[src/rtl/legv8_pkg.sv]
// Shared definitions for the LEGv8 program-counter unit.
//   pc_sel_t  : the eight PC-select codes carried by the control word
//   LEGV8_INC : sequential instruction increment in bytes
package legv8_pkg;

    typedef enum logic [2:0] {
        PS_HOLD     = 3'b000,
        PS_SEQ      = 3'b001,
        PS_ABS      = 3'b010,
        PS_REL      = 3'b011,
        PS_CALL_REL = 3'b100,
        PS_CALL_ABS = 3'b101,
        PS_RET      = 3'b110,
        PS_RSVD     = 3'b111
    } pc_sel_t;

    localparam int LEGV8_INC = 4;

endpackage

[src/rtl/legv8_ras.sv]
// Circular return-address stack.
//   clk, rst_n      : clock, asynchronous active-low reset
//   push, pop       : stack operations (push takes priority if both are set)
//   push_data       : value written on push
//   top_data        : most recently pushed valid entry
//   count           : number of valid entries (saturates at DEPTH)
//   full, empty     : count == DEPTH / count == 0
//   ovf_pulse       : push while full (oldest entry was overwritten)
//   udf_pulse       : pop while empty (nothing changed)
module legv8_ras #(
    parameter int WIDTH = 64,
    parameter int DEPTH = 4,
    localparam int CNT_W = $clog2(DEPTH + 1),
    localparam int PTR_W = (DEPTH > 1) ? $clog2(DEPTH) : 1
) (
    input  logic             clk,
    input  logic             rst_n,
    input  logic             push,
    input  logic             pop,
    input  logic [WIDTH-1:0] push_data,
    output logic [WIDTH-1:0] top_data,
    output logic [CNT_W-1:0] count,
    output logic             full,
    output logic             empty,
    output logic             ovf_pulse,
    output logic             udf_pulse
);

    logic [WIDTH-1:0] mem_q [DEPTH];
    logic [PTR_W-1:0] ptr_q;    // next slot to write; top entry sits just below it
    logic [PTR_W-1:0] ptr_d;
    logic [PTR_W-1:0] ptr_inc_s;
    logic [PTR_W-1:0] ptr_dec_s;
    logic [CNT_W-1:0] count_q;
    logic [CNT_W-1:0] count_d;
    logic             wr_en_s;

    assign ptr_inc_s = (ptr_q == PTR_W'(DEPTH - 1)) ? {PTR_W{1'b0}} : ptr_q + PTR_W'(1);
    assign ptr_dec_s = (ptr_q == {PTR_W{1'b0}}) ? PTR_W'(DEPTH - 1) : ptr_q - PTR_W'(1);

    assign top_data = mem_q[ptr_dec_s];
    assign count    = count_q;
    assign full     = (count_q == CNT_W'(DEPTH));
    assign empty    = (count_q == {CNT_W{1'b0}});

    // Next pointer/count. When full, the write slot is the oldest entry, so
    // an overflowing push naturally discards it.
    always_comb begin
        ptr_d     = ptr_q;
        count_d   = count_q;
        wr_en_s   = 1'b0;
        ovf_pulse = 1'b0;
        udf_pulse = 1'b0;
        if (push) begin
            wr_en_s = 1'b1;
            ptr_d   = ptr_inc_s;
            if (full) begin
                ovf_pulse = 1'b1;
            end else begin
                count_d = count_q + CNT_W'(1);
            end
        end else if (pop) begin
            if (empty) begin
                udf_pulse = 1'b1;
            end else begin
                ptr_d   = ptr_dec_s;
                count_d = count_q - CNT_W'(1);
            end
        end else begin
            count_d = count_q;
        end
    end

    // Pointer and count registers.
    always_ff @(posedge clk or negedge rst_n) begin
        if (!rst_n) begin
            ptr_q   <= {PTR_W{1'b0}};
            count_q <= {CNT_W{1'b0}};
        end else begin
            ptr_q   <= ptr_d;
            count_q <= count_d;
        end
    end

    // Stack storage; contents are meaningless until pushed, so no reset.
    always_ff @(posedge clk) begin
        if (wr_en_s) begin
            mem_q[ptr_q] <= push_data;
        end
    end

endmodule

[src/rtl/legv8_pc_unit.sv]
// LEGv8 program-counter unit: PC register, next-PC mux, word alignment,
// and call/return support through an internal return-address stack.
//   clock, reset : rising-edge clock, asynchronous active-low reset
//   en           : PC update enable (control-word PC-load bit)
//   ps           : PC-select mode (see legv8_pkg::pc_sel_t)
//   target       : absolute target or signed offset
//   err_clr      : clears sticky ovf/udf (a same-cycle new error wins)
//   pc           : current PC (registered)
//   pc_next_seq  : pc + INC (combinational)
//   ras_count, ras_empty, ras_full : stack occupancy
//   ovf, udf     : sticky push-while-full / pop-while-empty flags
module legv8_pc_unit
    import legv8_pkg::*;
#(
    parameter int                  PC_WIDTH     = 64,
    parameter int                  RAS_DEPTH    = 4,
    parameter logic [PC_WIDTH-1:0] RESET_VECTOR = '0,
    parameter int                  INC          = LEGV8_INC
) (
    input  logic                             clock,
    input  logic                             reset,
    input  logic                             en,
    input  logic [2:0]                       ps,
    input  logic [PC_WIDTH-1:0]              target,
    input  logic                             err_clr,
    output logic [PC_WIDTH-1:0]              pc,
    output logic [PC_WIDTH-1:0]              pc_next_seq,
    output logic [$clog2(RAS_DEPTH+1)-1:0]   ras_count,
    output logic                             ras_empty,
    output logic                             ras_full,
    output logic                             ovf,
    output logic                             udf
);

    logic [PC_WIDTH-1:0] pc_q;
    logic [PC_WIDTH-1:0] pc_d;
    logic [PC_WIDTH-1:0] raw_next_s;
    logic [PC_WIDTH-1:0] ras_top_s;
    logic                push_s;
    logic                pop_s;
    logic                ras_ovf_s;
    logic                ras_udf_s;
    logic                ovf_q;
    logic                ovf_d;
    logic                udf_q;
    logic                udf_d;
    pc_sel_t             ps_s;

    assign ps_s        = pc_sel_t'(ps);
    assign pc          = pc_q;
    assign pc_next_seq = pc_q + PC_WIDTH'(INC);
    assign ovf         = ovf_q;
    assign udf         = udf_q;

    legv8_ras #(
        .WIDTH (PC_WIDTH),
        .DEPTH (RAS_DEPTH)
    ) u_ras (
        .clk       (clock),
        .rst_n     (reset),
        .push      (push_s),
        .pop       (pop_s),
        .push_data (pc_next_seq),
        .top_data  (ras_top_s),
        .count     (ras_count),
        .full      (ras_full),
        .empty     (ras_empty),
        .ovf_pulse (ras_ovf_s),
        .udf_pulse (ras_udf_s)
    );

    // Next-PC selection, stack requests, alignment and sticky-flag update.
    always_comb begin
        raw_next_s = pc_q;
        push_s     = 1'b0;
        pop_s      = 1'b0;
        if (en) begin
            case (ps_s)
                PS_HOLD:     raw_next_s = pc_q;
                PS_SEQ:      raw_next_s = pc_next_seq;
                PS_ABS:      raw_next_s = target;
                PS_REL:      raw_next_s = pc_q + target;
                PS_CALL_REL: begin
                    push_s     = 1'b1;
                    raw_next_s = pc_q + target;
                end
                PS_CALL_ABS: begin
                    push_s     = 1'b1;
                    raw_next_s = target;
                end
                PS_RET: begin
                    // Pop is still requested when empty so the stack reports underflow.
                    pop_s = 1'b1;
                    if (ras_empty) begin
                        raw_next_s = pc_q;
                    end else begin
                        raw_next_s = ras_top_s;
                    end
                end
                default:     raw_next_s = pc_q;
            endcase
        end else begin
            raw_next_s = pc_q;
        end
        pc_d  = {raw_next_s[PC_WIDTH-1:2], 2'b00};
        ovf_d = ras_ovf_s | (ovf_q & ~err_clr);
        udf_d = ras_udf_s | (udf_q & ~err_clr);
    end

    // PC and sticky error flag registers.
    always_ff @(posedge clock or negedge reset) begin
        if (!reset) begin
            pc_q  <= RESET_VECTOR;
            ovf_q <= 1'b0;
            udf_q <= 1'b0;
        end else begin
            pc_q  <= pc_d;
            ovf_q <= ovf_d;
            udf_q <= udf_d;
        end
    end

endmodule

[config.mk]
export PLATFORM = sky130hd
export DESIGN_NAME = legv8_pc_unit
export DESIGN_NICKNAME = d
export VERILOG_FILES = /design/src/rtl/legv8_pkg.sv /design/src/rtl/legv8_ras.sv /design/src/rtl/legv8_pc_unit.sv
export SDC_FILE = /design/constraint.sdc
export NUM_CORES = 1
export LEC_CHECK = 0
export CAP_MARGIN = 10
export CORE_MARGIN = 3
export CORE_UTILIZATION = 25
export CTS_CLUSTER_SIZE = 40
export DETAILED_ROUTE_END_ITERATION = 16
export GPL_TIMING_DRIVEN = 0
export PLACE_DENSITY = 0.53
export SYNTH_ARGS = -nofsm -noshare
export SYNTH_HDL_FRONTEND = slang
export SYNTH_SLANG_ARGS = --single-unit
[constraint.sdc]
create_clock -name clock -period 4 [get_ports clock]
set_clock_uncertainty 0.05 [all_clocks]
set_input_delay 1 -clock clock [delete_from_list [all_inputs] [get_ports clock]]
set_output_delay 1 -clock clock [all_outputs]
set_load 0.05 [all_outputs]
Word level (Yosys, flattened, before mapping):

Memories as Yosys holds them, arrays and structs flattened.
Index checks and enable logic that the tools add are counted.

* flip-flop bits (word level): 69
* bits in latches: 0
* bits in writable memories: 256
* ROM bits: 0
* bits of input ports: 71
* output and inout port bits: 135
* word-level logic and storage cells: 61
* memories kept: 1

Memory list
* u_ras.mem_q: words 4, width 64, rd ports 1, clocked after Yosys merged registers in 0, write ports 1, line legv8_ras.sv:29 `logic [WIDTH-1:0] mem_q [DEPTH];`

* add/sub/neg operators: 6
* multipliers: 0
* divide/modulo/power cells: 0
* magnitude comparators: 0
* equality and inequality tests: 11
* shift operators: 0
* mux-type cells: 23
* bitwise gates (word level): 5
* reductions and logical operators: 10

Operators by type and width (count)
* $pmux W64 S4: 1
* $add A64 B3 Y64 const B: 1
* $add A64 B64 Y64: 1
* $mux W64: 1
* $eq A3 B3 Y1 const B: 4
* $mux W1: 12
* $mux W3: 4
* $mux W2: 5
* $eq A3 B2 Y1 const B: 2
* $reduce_and A3 Y1: 2
* $reduce_or A2 Y1: 3
* $ne A2 B2 Y1 const B: 2
* $reduce_bool A4 Y1: 1
* $add A3 B1 Y3 const B: 1
* $eq A3 B1 Y1 const B: 1
* $logic_not A3 Y1: 1
* $sub A3 B1 Y3 const B: 1
* $add A2 B1 Y2 const B: 1
* $and A1 B1 Y1: 2
* $eq A2 B2 Y1 const B: 1
* $logic_not A2 Y1: 1
* $ne A2 B1 Y1 const B: 1
* $or A1 B1 Y1: 2
* $reduce_and A2 Y1: 1
* other kinds (3): 3

Longest topological paths before layout:

Gate-level depths: netlist of the first run.

* depth in word-level cells: 7
* gate-level depth with buffers: 13
* depth with buffers taken out: 13

By module:

From an unflattened synthesis of the first run, not the netlist that was laid out.

* cells, all modules: 1529
* area total of the unflattened synthesis: 18292.5 sq um

By module, submodules not included
* legv8_ras: times used 1, cells an instance 382, area each 9664.3 sq um, seq. area each 7812.5 sq um
* legv8_pc_unit: times used 1, cells an instance 1147, area each 8628.3 sq um, seq. area each 1601.5 sq um

Least setup slack after synthesis of the first run:

No wires, ideal clock.

* path type: reg2out
* start point: register pc_q[2], in the netlist pc[2]
* end point: output pc_next_seq[52]
* data arrival time: 3222 ps
* data required time: 2950 ps
* slack: -272 ps
* cell stages (with the launch flop): 9
* path buffers: 1
* cell sequence: dfrtp_1 > ha_1 > and4_1 > nand4_1 > nor3_4 > and3_1 > buf_2 > nand4_1 > xnor2_1

* word-level cells in the longest chain between the ends: 1

RTL lines
* from (decl): line legv8_pc_unit.sv:35 `logic [PC_WIDTH-1:0] pc_q;`
* from (signal assigned): line legv8_pc_unit.sv:117 `pc_q <= pc_d;`
* $add A64 B3 Y64: line legv8_pc_unit.sv:51 `assign pc_next_seq = pc_q + PC_WIDTH'(INC);`
* to (decl): line legv8_pc_unit.sv:27 `output logic [PC_WIDTH-1:0] pc_next_seq,`

No other way between the ends.

Worst setup path after layout of the first run:

* start point: register pc_q[2], in the netlist pc[2]
* end point: output pc_next_seq[60]

Same word-level chain as after synthesis.

==> flow_summary_export.csv, run 1 <==
group,metric,value,unit
status,status,"finished, violations left",
status,violations,"negative setup slack",
logic_synthesis,synth_xor_xnor_area_share,5.39,%
clocking,holdBufCountCts,0,
setup_path,cp-start-kind,"register",
route,via_count,15600,
cells_and_area,syn_to_final_growth,37.6,%
sta,rsz0062_at_grt,"yes",
sta,worst_pin_slew,1.22,ns
logic_synthesis,synthFlopType,"edfxtp_1",
floorplanning,die_y,277,µm
floorplanning,rows,98,
sta,hold_violations,0,
power,max-vdd-ir-drop,0.418,mV
floorplanning,die_x,277,µm
global_routing,overflow,0,
setup_path,required,2.95,ns
route,wl_met2,35200,µm
route,wl_per_cell,26.5,µm
global_routing,gr-usage-all-layers,19.5,%
logic_synthesis,synth_edf_count,248,
floorplanning,io_pins,206,
logic_synthesis,yosys_warnings,0,
sta,fin_crit,4.11,ns
sta,layout_setup_ws,-0.109,ns
cells_and_area,stdcell_area,0.0252,mm²
clocking,cts_buffer_depth,3,
clocking,cts_num_sinks,317,
logic_synthesis,synthMuxAreaShare,8.20,%
floorplanning,start_util,25.4,%
global_routing,grt_pass1_wl,110000,µm
logic_synthesis,synthDistinctLibCells,93,
sta,setup_viol_count_final,14,
logic_synthesis,synthArstFlopShare,21.8,%
setup_path,crit_path_max_fanout,6,
sta,slew_headroom,18.5,%
route,dr.pass1.iters,5,
global_routing,grt_pass1_vias,15300,
sta,fmax,243,MHz
logic_synthesis,synthSimpleGateAreaFrac,11.1,%
logic_synthesis,synth_compound_area_share,17.4,%
clocking,cts_root_buf,"clkbuf_16",
place,detailed_place_hpwl,56100,µm
floorplanning,die_area,0.0765,mm²
logic_synthesis,synth_top_family_by_area,"compound AO/OA/AOI/OAI gates",
cells_and_area,post-route-util,35.0,%
route,antenna_left,0,
logic_synthesis,synth_area,0.0183,mm²
cells_and_area,stdcell_count,2916,
logic_synthesis,yosysSeqAreaShare,50.1,%
place,dpl_cell_area,0.0217,mm²
global_routing,antenna_found_initial,7,
place,place_inst,2719,
clocking,cts_tree,"done",
logic_synthesis,netlist_instances,1562,
setup_path,cp.arrival,3.06,ns
setup_path,reg2reg_slack,0.09,ns
clocking,clkLatencyLatePin,0.58,ns
cells_and_area,nNetsFinal,2073,
global_routing,grt_max_degree,46,
setup_path,r2r_start,"u_ras.ptr_q[0]",
route,wirelength_met1,33300,µm
min_path,hp-class,"primary input to asynchronous set/reset pin",
logic_synthesis,ys_ff_latch,317,
sta,maxSlewViolCount,0,
place,gp_congestion,0.921,
job,drv_cap,0,
setup_path,endpoint_kind,"output port",
sta,fin_crit_sh,103,%
power,p_leak,0.00926,µW
place,port_buffers,199,
route,route.detailed.drc,0,
route,vias_per_cell,5.34,
logic_synthesis,yosys.area_share.adder,4.73,%
route,wl_met3,6070,µm
clocking,clkTransAtPathRegs,0.07,ns
route,drt-initial-drc-count,1548,
cells_and_area,drive_above_1_share,27.6,%
clocking,numCtsBuffers,40,
setup_path,crit_start,"pc[2]",
setup_path,path_class,"register to output port",
floorplanning,core_area,0.0720,mm²
route,wirelength,77400,µm
power,power_density,734,mW/mm²
cells_and_area,fill_cells,7047,
route,topRoutingLayerUsed,"met5",
clocking,h-tree-depth,2,
logic_synthesis,avgSynthCellArea,11.7,µm²
[worst max-delay path: stages, from the launching register on]
cell	delay, ns
dfrtp_2	0.45
ha_4	0.16
and4_4	0.24
nand4_1	0.11
buf_6	0.17
nor3_4	0.16
buf_12	0.16
and3_4	0.20
buf_12	0.14
nand3_4	0.09
xnor2_4	0.35
buf_6	0.22
[layout by cell type (no fill, tap or decap), types with 15 or more instances in the layout]
| cell | n |
|---|---|
| a21o_1 | 40 |
| a21oi_1 | 112 |
| a221oi_1 | 36 |
| a222oi_1 | 19 |
| a22oi_1 | 23 |
| a31oi_1 | 20 |
| and3_1 | 15 |
| buf_4 | 124 |
| buf_6 | 40 |
| clkbuf_1 | 61 |
| clkbuf_16 | 41 |
| clkdlybuf4s50_1 | 133 |
| dfrtp_1 | 31 |
| dfrtp_2 | 38 |
| edfxtp_1 | 248 |
| ha_1 | 56 |
| inv_1 | 31 |
| mux4_2 | 62 |
| nand2_1 | 122 |
| nand3_1 | 34 |
| nand4_1 | 33 |
| nor2_1 | 73 |
| nor3_1 | 23 |
| o21ai_0 | 74 |
| xnor2_1 | 38 |
| xnor2_2 | 18 |
| xor2_1 | 23 |
[synth_stat cells, drive strengths merged, types with 28 or more instances]
cell,count,share of area (%)
a21o,40,1.6
a21oi,116,3.3
a221oi,37,1.8
buf,29,0.91
clkbuf,67,1.4
dfrtp,69,9.4
edfxtp,248,41
ha,66,4.5
inv,32,0.66
mux4,62,7.6
nand2,131,2.7
nand3,49,1.4
nand4,33,1.1
nor2,87,1.8
nor3,28,0.91
o21ai,86,2.4
xnor2,70,3.5
xor2,40,1.9
[logic make-up after synthesis]
kind of cell,count (synthesis)
flops,317
other cells,1
simple gates,408
xor+xnor,110
buf+inv,130
compound gates,456
fa+ha+maj,68
mux,72
[timing repair]
| action | 4_1_cts | 5_1_grt |
|---|---|---|
| resized for setup | 476 | 102 |
| pin swaps | 47 | 46 |
| cloned | 1 | 0 |
| buffers inserted | 65 | 62 |
| setup endpoints to repair | 107 | 84 |
[flip-flops by register name, summed over array words and instances (netlist names)]
name	count
pc	62
u_ras.mem_q	248
u_ras.ptr_q	2
u_ras.count	3
udf	1
ovf	1
[cell type report]
class | instances | area (µm²) | area share, %
Timing Repair Buffer | 330 | 3200 | 12.7
Inverter | 34 | 128 | 0.507
Buffer | 93 | 473 | 1.88
Tap cell | 950 | 1190 | 4.72
Clock inverter | 20 | 208 | 0.825
Antenna cell | 4 | 10.0 | 0.0397
Clock buffer | 50 | 1090 | 4.33
Sequential cell | 317 | 9220 | 36.6
Multi-Input combinational cell | 1118 | 9670 | 38.4
[report_power, final]
group          switching (µW)  internal, µW  total, µW
registers                 598          4230       4830
clock network            1510          2140       3650
logic                    6220          3790      10000
total                    8330         10200      18500
[worst paths after layout]
check | endpoint | cells after the start
worst min-delay path | pc[52] | 1
max in group asynchronous | pc[7] | 2
worst min register to register | ovf | 2
worst max register to register | pc[60] | 7
min in group clock | ovf | 2
worst max-delay path | pc_next_seq[60] | 11
[routing by layer]
layer,track usage (%),vias to the layer above
met4,6.89,6
met3,4.22,143
li1,-,6847
met5,0,-
met2,30.7,682
met1,26.6,7906
[through the flow]
stage,TNS (ns),power (µW),worst slack [ns],hold WS (ns)
3_5_place_dp,-171.24,13900,-1.45,0.483
2_1_floorplan,-0.0844,10600,-0.0482,0.473
4_1_cts,-1.27,18100,-0.169,0.312
3_3_place_gp,-800.73,13800,-2.51,0.464
6_report,-0.708,18500,-0.109,0.334
5_1_grt,-2.35,19300,-0.147,0.346
Note: power is estimated with default switching activity, not from simulation.
==> run 2, diff against run 1 <==
==> constraint.sdc (replaced) <==
create_clock -name clock -period 4.2 [get_ports clock]
set_clock_uncertainty 0.05 [all_clocks]
set_input_delay 1.05 -clock clock [delete_from_list [all_inputs] [get_ports clock]]
set_output_delay 1.05 -clock clock [all_outputs]
set_load 0.05 [all_outputs]
==> run 2 against run 1 <==
The run now ends clean. Die area unchanged. Sequential power fell by 5.4%. Critical path depth stayed put. Worst setup slack better by 0.13 ns. Total power fell by 9.2%. Register-to-register slack improved by 0.14 ns. Final cell count fell by 2.2%. Critical path type unchanged.
==> flow_summary_export.csv, run 2 (same netlist as run 1, synthesis figures left out) <==
group,metric,value,unit
sta,setup_viol_count_final,0,
place,gp_congestion,0.940,
power,power,16800,µW
sta,slew_headroom,17.7,%
floorplanning,start_util,25.4,%
sta,whs,0.451,ns
floorplanning,die_area,0.0765,mm²
sta,layout_setup_ws,0.0188,ns
place,dpl_cell_area,0.0217,mm²
cells_and_area,ff_latch_area,0.00922,mm²
sta,worst_pin_slew,1.23,ns
cells_and_area,drive_above_1_share,22.6,%
floorplanning,core_area,0.0720,mm²
setup_path,cp.arrival,3.08,ns
cells_and_area,stdcell_area,0.0241,mm²
global_routing,use_met1,25.8,%
global_routing,antenna_found_initial,7,
cells_and_area,final_cell_mix,"edfxtp_1 (248), clkdlybuf4s50_1 (144), nand2_1 (126), a21oi_1 (112), buf_4 (81)",
global_routing,grt_pass1_wl,108000,µm
sta,fmax,239,MHz
setup_path,crit_path_max_fanout,7,
clocking,h-tree-depth,2,
setup_path,reg2reg_slack,0.23,ns
setup_path,path_class,"register to output port",
clocking,clkLatencyLatePin,0.54,ns
place,dpl_worst_slack,-1.25,ns
clocking,clkTransAtPathRegs,0.07,ns
power,max-vdd-ir-drop,0.251,mV
cells_and_area,multi_input_comb_area,0.00934,mm²
job,drv_cap,0,
clocking,numCtsBuffers,34,
setup_path,max_stage_delay,0.41,ns
setup_path,crit_start,"pc[2]",
global_routing,grt.busiest_layer,"met2",
global_routing,grt_pass1_vias,15000,
floorplanning,die_x,277,µm
route,wl_per_cell,26.6,µm
route,vias_per_cell,5.42,
clocking,cts_tree,"done",
status,status,"completed",
floorplanning,io_pins,206,
setup_path,critPathBufInv,5,
clocking,cts_buffer_depth,3,
route,via_count,15500,
route,drt-initial-drc-count,1469,
cells_and_area,post-route-util,33.4,%
setup_path,crit_chain,"buf_4 -> nand3_4 -> nor4_4 -> buf_6 -> nor3b_4 -> buf_6 -> nor2b_1 -> buf_4 -> nand4_1 -> xnor2_4 -> buf_2",
cells_and_area,fill_cells,7129,
clocking,cts_num_sinks,317,
global_routing,overflow,0,
clocking,cts_root_buf,"clkbuf_16",
cells_and_area,regMostFlops,"u_ras.mem_q",
cells_and_area,final_common_cell,"edfxtp_1",
route,wirelength,76000,µm
setup_path,cp-start-kind,"register",
cells_and_area,syn_to_final_growth,31.4,%
min_path,hp-class,"primary input to asynchronous set/reset pin",
sta,rsz0062_at_grt,"yes",
global_routing,grtUsageMet2,29.6,%
route,dr.pass1.iters,6,
place,port_buffers,199,
sta,hold_violations,0,
floorplanning,rows,98,
power,p_leak,0.00868,µW
global_routing,grt_use_met3,3.93,%
setup_path,crit_slowest_cell,"dfrtp_2",
setup_path,r2r-end,"pc[57]",
route,route.detailed.drc,0,
setup_path,endpoint_kind,"output port",
sta,fin_crit_sh,99.6,%
clocking,holdBufCountCts,0,
place,detailed_place_hpwl,56300,µm
cells_and_area,largest_reg_flops,248,
setup_path,required,3.10,ns
cells_and_area,nNetsFinal,2010,
power,power_density,698,mW/mm²
setup_path,crit_family,"buffers and inverters",
global_routing,gr-usage-all-layers,19.0,%
sta,fin_crit,4.18,ns
setup_path,r2r_start,"u_ras.ptr_q[0]",
setup_path,reg2regPathDepth,9,
route,antenna_left,0,
global_routing,grt_max_degree,41,
floorplanning,die_y,277,µm
sta,maxSlewViolCount,0,
[run 2: worst reg2reg max path, stage by stage, from the launching register on]
cell      delay (ns)
dfrtp_1         0.42
inv_1           0.14
ha_2            0.24
nor2_4          0.49
buf_2           0.58
buf_2           0.59
mux4_2          0.63
a222oi_1        0.41
o211ai_1        0.16
o21a_1          0.17
[run 2: worst max-delay path by stage]
| stage | to | slack [ns] | cells past startpoint |
|---|---|---|---|
| final | pc_next_seq[61] | 0.02 | 11 |
| after CTS | pc_next_seq[60] | -0.01 | 11 |
| after global placement | u_ras.mem_q[3][61] | -2.21 | 4 |
| after global routing | pc_next_seq[61] | -0.1 | 11 |
| after detailed placement | pc_next_seq[62] | -1.25 | 10 |
| after floorplan | pc_next_seq[22] | 0.02 | 8 |
[run 2: power by group]
part	switching (µW)	total (µW)	internal [µW]
clock network	1310	3030	1720
logic	5850	9190	3350
registers	543	4570	4030
total	7700	16800	9100
[run 2: layout make-up]
class / instances / area share [%]
Multi-Input combinational cell: 1118 / 38.8
Sequential cell: 317 / 38.3
Timing Repair Buffer: 274 / 11.0
Tap cell: 950 / 4.94
Clock buffer: 45 / 3.92
Buffer: 92 / 1.77
Clock inverter: 15 / 0.603
Inverter: 34 / 0.531
Antenna cell: 8 / 0.0832
[run 2: what timing repair did]
item / in CTS / in global routing
setup buffers: 37 / 33
endpoints found under the setup margin: 96 / 70
pin swaps: 18 / 27
gates resized for setup: 348 / 76
[run 2: per-stage QoR]
| step | setup TNS (ns) | cells |
|---|---|---|
| 2_1_floorplan | 0 | 1565 |
| 4_1_cts | -0.0181 | 2812 |
| 5_1_grt | -0.404 | 2846 |
| 6_report | 0 | 2853 |
| 3_5_place_dp | -113.14 | 2719 |
| 3_3_place_gp | -690.48 | 2714 |
[run 2: metal layers]
metal | vias up | wire, µm
li1 | 6731 | -
met2 | 708 | 33800
met5 | - | 0
met1 | 7829 | 32200
met3 | 185 | 6200
met4 | 0 | 3730
